<file path="src/rtl/flag_register_unit.sv">
// Condition-code producer: captures ALU NZCV for flag-setting instructions, commits them
// through a one-deep pending stage, and presents forwarded flags or a stall to ID.
module flag_register_unit #(
    parameter bit         FORWARD     = 1'b1,
    parameter logic [3:0] RESET_FLAGS = 4'b0000
) (
    input  logic       clk_in,
    input  logic       rst_n_in,
    input  logic       S_EX_in,
    input  logic       EX_valid_in,
    input  logic       ALU_N_in,
    input  logic       ALU_Z_in,
    input  logic       ALU_C_in,
    input  logic       ALU_V_in,
    input  logic       C_valid_in,
    input  logic       V_valid_in,
    input  logic       Cond_use_ID_in,
    input  logic       Pipe_stall_in,
    input  logic       Flush_in,
    output logic       N_out,
    output logic       Z_out,
    output logic       C_out,
    output logic       V_out,
    output logic [3:0] Flags_reg_out,
    output logic       Stall_ID_out
);

    logic [3:0] flag_q, flag_d;
    logic       pend_valid_q, pend_valid_d;
    logic [3:0] pend_flags_q, pend_flags_d;

    logic       ex_upd;
    logic [3:0] base_flags;
    logic [3:0] ex_flags;
    logic [3:0] fwd_flags;
    logic [3:0] out_flags;
    logic       stall_raw;

    // Gating with rst_n_in keeps the outputs at the reset value while reset is held.
    assign ex_upd = S_EX_in & EX_valid_in & ~Flush_in & rst_n_in;

    // A partial update merges C/V with the newest older value, which may still be pending.
    assign base_flags = pend_valid_q ? pend_flags_q : flag_q;

    always_comb begin
        ex_flags    = base_flags;
        ex_flags[3] = ALU_N_in;
        ex_flags[2] = ALU_Z_in;
        if (C_valid_in) begin
            ex_flags[1] = ALU_C_in;
        end
        if (V_valid_in) begin
            ex_flags[0] = ALU_V_in;
        end
    end

    always_comb begin
        flag_d       = flag_q;
        pend_valid_d = pend_valid_q;
        pend_flags_d = pend_flags_q;
        if (!Pipe_stall_in) begin
            pend_valid_d = ex_upd;
            if (ex_upd) begin
                pend_flags_d = ex_flags;
            end
            if (pend_valid_q) begin
                flag_d = pend_flags_q;
            end
        end
    end

    always_ff @(posedge clk_in or negedge rst_n_in) begin
        if (!rst_n_in) begin
            flag_q       <= RESET_FLAGS;
            pend_valid_q <= 1'b0;
            pend_flags_q <= 4'b0000;
        end else begin
            flag_q       <= flag_d;
            pend_valid_q <= pend_valid_d;
            pend_flags_q <= pend_flags_d;
        end
    end

    assign fwd_flags = ex_upd ? ex_flags : base_flags;
    assign stall_raw = Cond_use_ID_in & (ex_upd | pend_valid_q);

    assign out_flags    = FORWARD ? fwd_flags : flag_q;
    assign Stall_ID_out = FORWARD ? 1'b0 : stall_raw;

    assign N_out         = out_flags[3];
    assign Z_out         = out_flags[2];
    assign C_out         = out_flags[1];
    assign V_out         = out_flags[0];
    assign Flags_reg_out = flag_q;

endmodule
</file>
<file path="config.mk">
export PLATFORM = sky130hd
export DESIGN_NAME = flag_register_unit
export DESIGN_NICKNAME = d
export VERILOG_FILES = /design/src/rtl/flag_register_unit.sv
export SDC_FILE = /design/constraint.sdc
export NUM_CORES = 1
export LEC_CHECK = 0
export ABC_AREA = 1
export ABC_CLOCK_PERIOD_IN_PS = 1000
export CORE_AREA = 2 2 39 41
export DETAILED_ROUTE_END_ITERATION = 12
export DIE_AREA = 0 0 41 43
export PLACE_DENSITY = 0.77
export SYNTH_ARGS = -nofsm -noshare
export SYNTH_HDL_FRONTEND = slang
export SYNTH_SLANG_ARGS = --single-unit
</file>
<file path="constraint.sdc">
create_clock -name clk_in -period 1 [get_ports clk_in]
set_input_delay 0.15 -clock clk_in [delete_from_list [all_inputs] [get_ports clk_in]]
set_output_delay 0.15 -clock clk_in [all_outputs]
set_load 0.005 [all_outputs]
</file>
==> impl_metrics.ini, run 1 <==
[yosys]
syn-num-nets = 90
synth_area_leader_cell = dfrtp_1
syn_avg_cell_area_um2 = 6.711
synth.area.top_cells = dfrtp_1, nand2_1, inv_1
ys_ff_latch = 9
yosysUniqueCellTypes = 13
yosys_warnings = 0
netlist_instances = 77
synth_area_um2 = 516.7
yosysTopAreaCellShare = 0.4358
ys_seq_area_frac = 0.4358

[floorplan]
start_util = 0.3734
core_um2 = 1384
rows = 14
die_x_um = 41
io_pins = 22
die_y_um = 43
die_area_um2 = 1763

[worst_setup_path]
start_kind = register
cp_max_fo = 4
r2r_start = pend_valid_q
cp-end-kind = primary output
rr_worst_depth = 7
crit_type = reg -> out
regToRegSetupSlack_ns = -0.05
crit_arrival_ns = 1.31
required_ns = 0.85
cpPeakStageDelay_ns = 0.45
cp_common_cell = nand2_1
critPathSlowestCell = dfrtp_2
cp_cell_sequence = buf_6 -> nand2_4 -> and2_4 -> nand2_1 -> nand2_1 -> buf_2
r2r-end = pend_flags_q[1]

[final_layout]
diodes = 0
syn_to_final_growth_pct = 90.56
final_common_cell = nand2_1
drive_gt1_frac = 0.4957
nets = 129
design_area_um2 = 984.7
final_cell_mix = nand2_1, nand2_2, buf_6

[clock_network]
h-tree-depth = 1
clk_pin_slew_worst_paths_ns = 0.07
worstSkewPairLatency_ns = 0.27
cts_tree = yes
clkSinkCount = 9
ctsRootBufferMaster = clkbuf_4
cts_buffers = 3
clock_path_buffers = 2

[timing]
max_freq_mhz = 684.9
min_period_ns = 1.460
final-hold-violation-count = 0
slew_viol_final = 0
setup_viol = 10
post-route-period-util = 1.460
rsz0062_at_grt = yes
fin_ws_ns = -0.4602
fin_skew_ns = 0.01072

[route]
totalWireLength_um = 1813
drc_errors = 0
drtPass1Iterations = 4
wl_per_cell_um = 13.84
routed.top_layer = met4
wl_met1_um = 619
dr_wl_met3_um = 132
antenna_left = 0
num_vias = 655
wl_met2_um = 1033
first_iter_violations = 9
avgViaCountPerCell = 5.000

[hold_path]
min_path_type = in -> reg
holdPathEnd = pend_flags_q[1]
min-delay-start = S_EX_in
worstHoldPathCells = 5

[power]
total_power_uw = 1376
leakage_uw = 0.0005507
peakVddDrop_mv = 1.302
power_density_nw_per_um2 = 1397

[placement]
io_buffers = 19
globalplace.congestion = 0.8304
placed_area_um2 = 764.5
dpl.hpwl_um = 913.5

[grt]
grt_first_pass_wirelength_um = 2725
gr-total-overflow = 0
grt_antenna_before_repair = 0
grt_max_degree = 11
grt_pass1_vias = 650
grt.total_usage = 0.2391

[outcome]
violations = setup timing
status = complete, but fails checks

[job]
max_cap_violations = 0
==> how the worst max path moves through the flow <==
| stage | start | end | depth (start not counted) |
|---|---|---|---|
| global route | pend_valid_q | V_out | 7 |
| CTS | pend_valid_q | V_out | 7 |
| detailed placement | rst_n_in | V_out | 7 |
| finish | pend_valid_q | V_out | 6 |
| floorplan | pend_valid_q | C_out | 5 |
| global placement | rst_n_in | Z_out | 6 |
==> flip-flops by register name (all words and copies together) (netlist names) <==
register and count:
pend_flags_q 4, Flags_reg_out 4, pend_valid_q 1
==> final cells by class <==
type / count / area, µm²
clock buffer: 4 / 26.28
fill: 111 / 399.1
inverter: 12 / 47.55
multi-input combinational: 55 / 342.8
sequential: 9 / 226.5
tap: 16 / 20.02
timing repair buffer: 35 / 321.6
==> routing by layer <==
metal / vias to the layer above / GRT usage
li1: 304 / -
met1: 320 / 0.2583
met2: 25 / 0.3969
met3: 6 / 0.1099
met4: 0 / 0.06667
met5: - / 0
==> Yosys cell counts <==
cell and n:
dfrtp_1 9, o21ai_0 5, nor3_2 1, conb_1 1, nand2_1 40, o21ai_1 2, nor2_4 1, and2_1 2
inv_1 9, inv_2 3, nand3_1 2, buf_4 1, nand2_2 1
==> kinds of logic after synthesis <==
kind of cell / Yosys count / synth area share
simple gates: 47 / 0.3874
buf+inv: 13 / 0.1017
flops: 9 / 0.4358
other cells: 1 / 0.007257
compound gates: 7 / 0.06779
==> report_power, final <==
part,internal [µW],switching [µW]
logic,314,282
registers,433,47.2
clock network,154,145
total,901,474
==> through the flow <==
step                      utilization  cells  setup WS (ns)  hold WS, ns  TNS [ns]
after floorplan                     -     77        0.07755      -0.1456         0
after global placement         0.5524    117        -0.7151       0.4633    -4.669
after detailed placement       0.5524    117        -0.7318       0.4668    -4.882
after CTS                      0.6881    132        -0.4231       0.4522    -1.863
after global routing           0.7116    131        -0.5073       0.3412    -2.256
final                          0.7116    131        -0.4602       0.3168    -1.862
==> critical path, delay by kind of cell, from the launching register on <==
family | cells | cell delay (ns)
flops | 1 | 0.45
simple gates | 4 | 0.33
buf+inv | 2 | 0.25
==> timing repair <==
item                                    CTS  global route
pin swaps                                17            17
setup buffers                            14             2
cloned                                    0             0
gates resized for setup                  71            14
endpoints found under the hold margin     9             0
hold buffers                              1             0
endpoints found under the setup margin   13            14
No activity file was read; power rests on OpenSTA's default activity.
==> run 2: changes to the inputs <==
- REMOVE_ABC_BUFFERS: default -> 1
==> impl_metrics.ini, run 2 (synthesized netlist as in run 1, its figures left out) <==
[floorplan]
die_x_um = 41
die_area_um2 = 1763
core_um2 = 1384
die_y_um = 43
start_util = 0.3734
rows = 14
io_pins = 22

[worst_setup_path]
rr_worst_depth = 7
start_kind = register
critical_path.n_buffers_inverters = 2
cp_top_family = flip-flops
cp_num_cells = 5
crit_arrival_ns = 1.31
r2r_start = pend_valid_q
regToRegSetupSlack_ns = -0.22
r2r-end = Flags_reg_out[2]
crit_type = reg -> out
required_ns = 0.85
cp-end-kind = primary output
critPathSlowestCell = dfrtp_2
crit_path_end = Z_out
cp_common_cell = nand2_1
setup.worst_path.start = pend_valid_q
cpPeakStageDelay_ns = 0.48
cp_cell_sequence = buf_6 -> o21ai_4 -> nand2_1 -> nand2_1 -> buf_2
cp_max_fo = 5

[route]
dr_wl_met3_um = 146
drc_errors = 0
wl_per_cell_um = 13.22
wl_met1_um = 664
antenna_left = 0
num_vias = 657
avgViaCountPerCell = 4.761
wl_met2_um = 982
totalWireLength_um = 1825
first_iter_violations = 13
routed.top_layer = met4
drtPass1Iterations = 4

[final_layout]
diodes = 0
design_area_um2 = 1035
fillers = 105
seqCellArea_um2 = 226.5
nets = 136
final_cell_mix = nand2_1, buf_4, nand2_2
drive_gt1_frac = 0.5246
multiInputGateArea_um2 = 344.1
syn_to_final_growth_pct = 100.2
final_common_cell = nand2_1

[power]
leakage_uw = 0.0005876
switching_share = 0.3290
peakVddDrop_mv = 1.282
clockPowerShare = 0.211
netSwitchingPower_uw = 455.6
p_int_uw = 929.0
power_density_nw_per_um2 = 1338
total_power_uw = 1385
p_comb_frac = 0.438
seqPwrFrac = 0.351

[clock_network]
clk_pin_slew_worst_paths_ns = 0.07
clock_path_buffers = 2
h-tree-depth = 1
worstSkewPairLatency_ns = 0.27
cts_buffers = 3
cts_tree = yes
ctsRootBufferMaster = clkbuf_4
clkSinkCount = 9

[outcome]
violations = setup timing
status = complete, but fails checks

[timing]
final-hold-violation-count = 0
fin_ws_ns = -0.4557
max_freq_mhz = 686.9
setup_viol = 11
whs_ns = 0.3915
rsz0062_at_grt = yes
fin_skew_ns = 0.01415
fin_setup_tns_ns = -2.324
slew_viol_final = 0
min_period_ns = 1.456
post-route-period-util = 1.456

[placement]
dpl.hpwl_um = 979.8
globalplace.congestion = 0.7551
io_buffers = 19
placed_area_um2 = 779.5
pre_cts_ws_ns = -0.7286

[grt]
gr-total-overflow = 0
grt.total_usage = 0.2059
grt_pass1_vias = 574
grt_max_degree = 11
grt_antenna_before_repair = 0
grt_first_pass_wirelength_um = 2394

[hold_path]
min_path_type = in -> async

[job]
max_cap_violations = 0
-- run 2: power by group through the flow --
stage | clock network (µW) | logic, µW | registers [µW]
after floorplan | 0 | 170 | 473
after global placement | 0 | 434 | 472
after detailed placement | 0 | 441 | 475
after CTS | 294 | 509 | 474
after global routing | 313 | 656 | 492
final | 293 | 607 | 486
-- run 2: worst min path at each step --
stage	start	to	slack (ns)	cells after the start
5_1_grt	rst_n_in	pend_flags_q[0]	0.41	3
6_report	rst_n_in	pend_flags_q[0]	0.39	3
2_1_floorplan	rst_n_in	Flags_reg_out[0]	-0.15	0
3_5_place_dp	pend_flags_q[3]	pend_flags_q[3]	0.47	2
3_3_place_gp	pend_flags_q[1]	pend_flags_q[1]	0.46	2
4_1_cts	ALU_N_in	pend_flags_q[3]	0.45	3
-- run 2: timing repair --
action                                  CTS  global route
setup buffers                            10             6
resized for setup                        56            28
pin swaps                                12            13
hold buffers                              1             0
endpoints found under the setup margin   16            16
endpoints found under the hold margin     5             0
gates cloned                              0             0
-- run 2: area by class of cell --
type | count | area share
repair buffers | 42 | 0.3579
multi-input cells | 55 | 0.3325
flip-flops and latches | 9 | 0.2189
inverters | 12 | 0.04595
clock buffers | 4 | 0.02539
well taps | 16 | 0.01935
-- run 2: per-stage QoR --
| stage | utilization | cells |
|---|---|---|
| final | 0.7477 | 138 |
| after global placement | 0.5633 | 119 |
| after floorplan | - | 76 |
| after global routing | 0.7477 | 138 |
| after CTS | 0.6655 | 133 |
| after detailed placement | 0.5633 | 119 |
-- run 2: routing by layer --
metal / vias to the layer above / global-route usage
met5: - / 0
met4: 0 / 0.06000
met3: 5 / 0.07853
met2: 24 / 0.3313
met1: 309 / 0.2425
li1: 319 / -
-- run 2: worst register-to-register path, cell delays in order, from the launching register on --
cell and delay [ns]:
dfrtp_2 0.48, buf_6 0.16, nand2_4 0.06, o21ai_4 0.06, buf_4 0.13, buf_4 0.12
nand2_2 0.05, o21ai_2 0.05
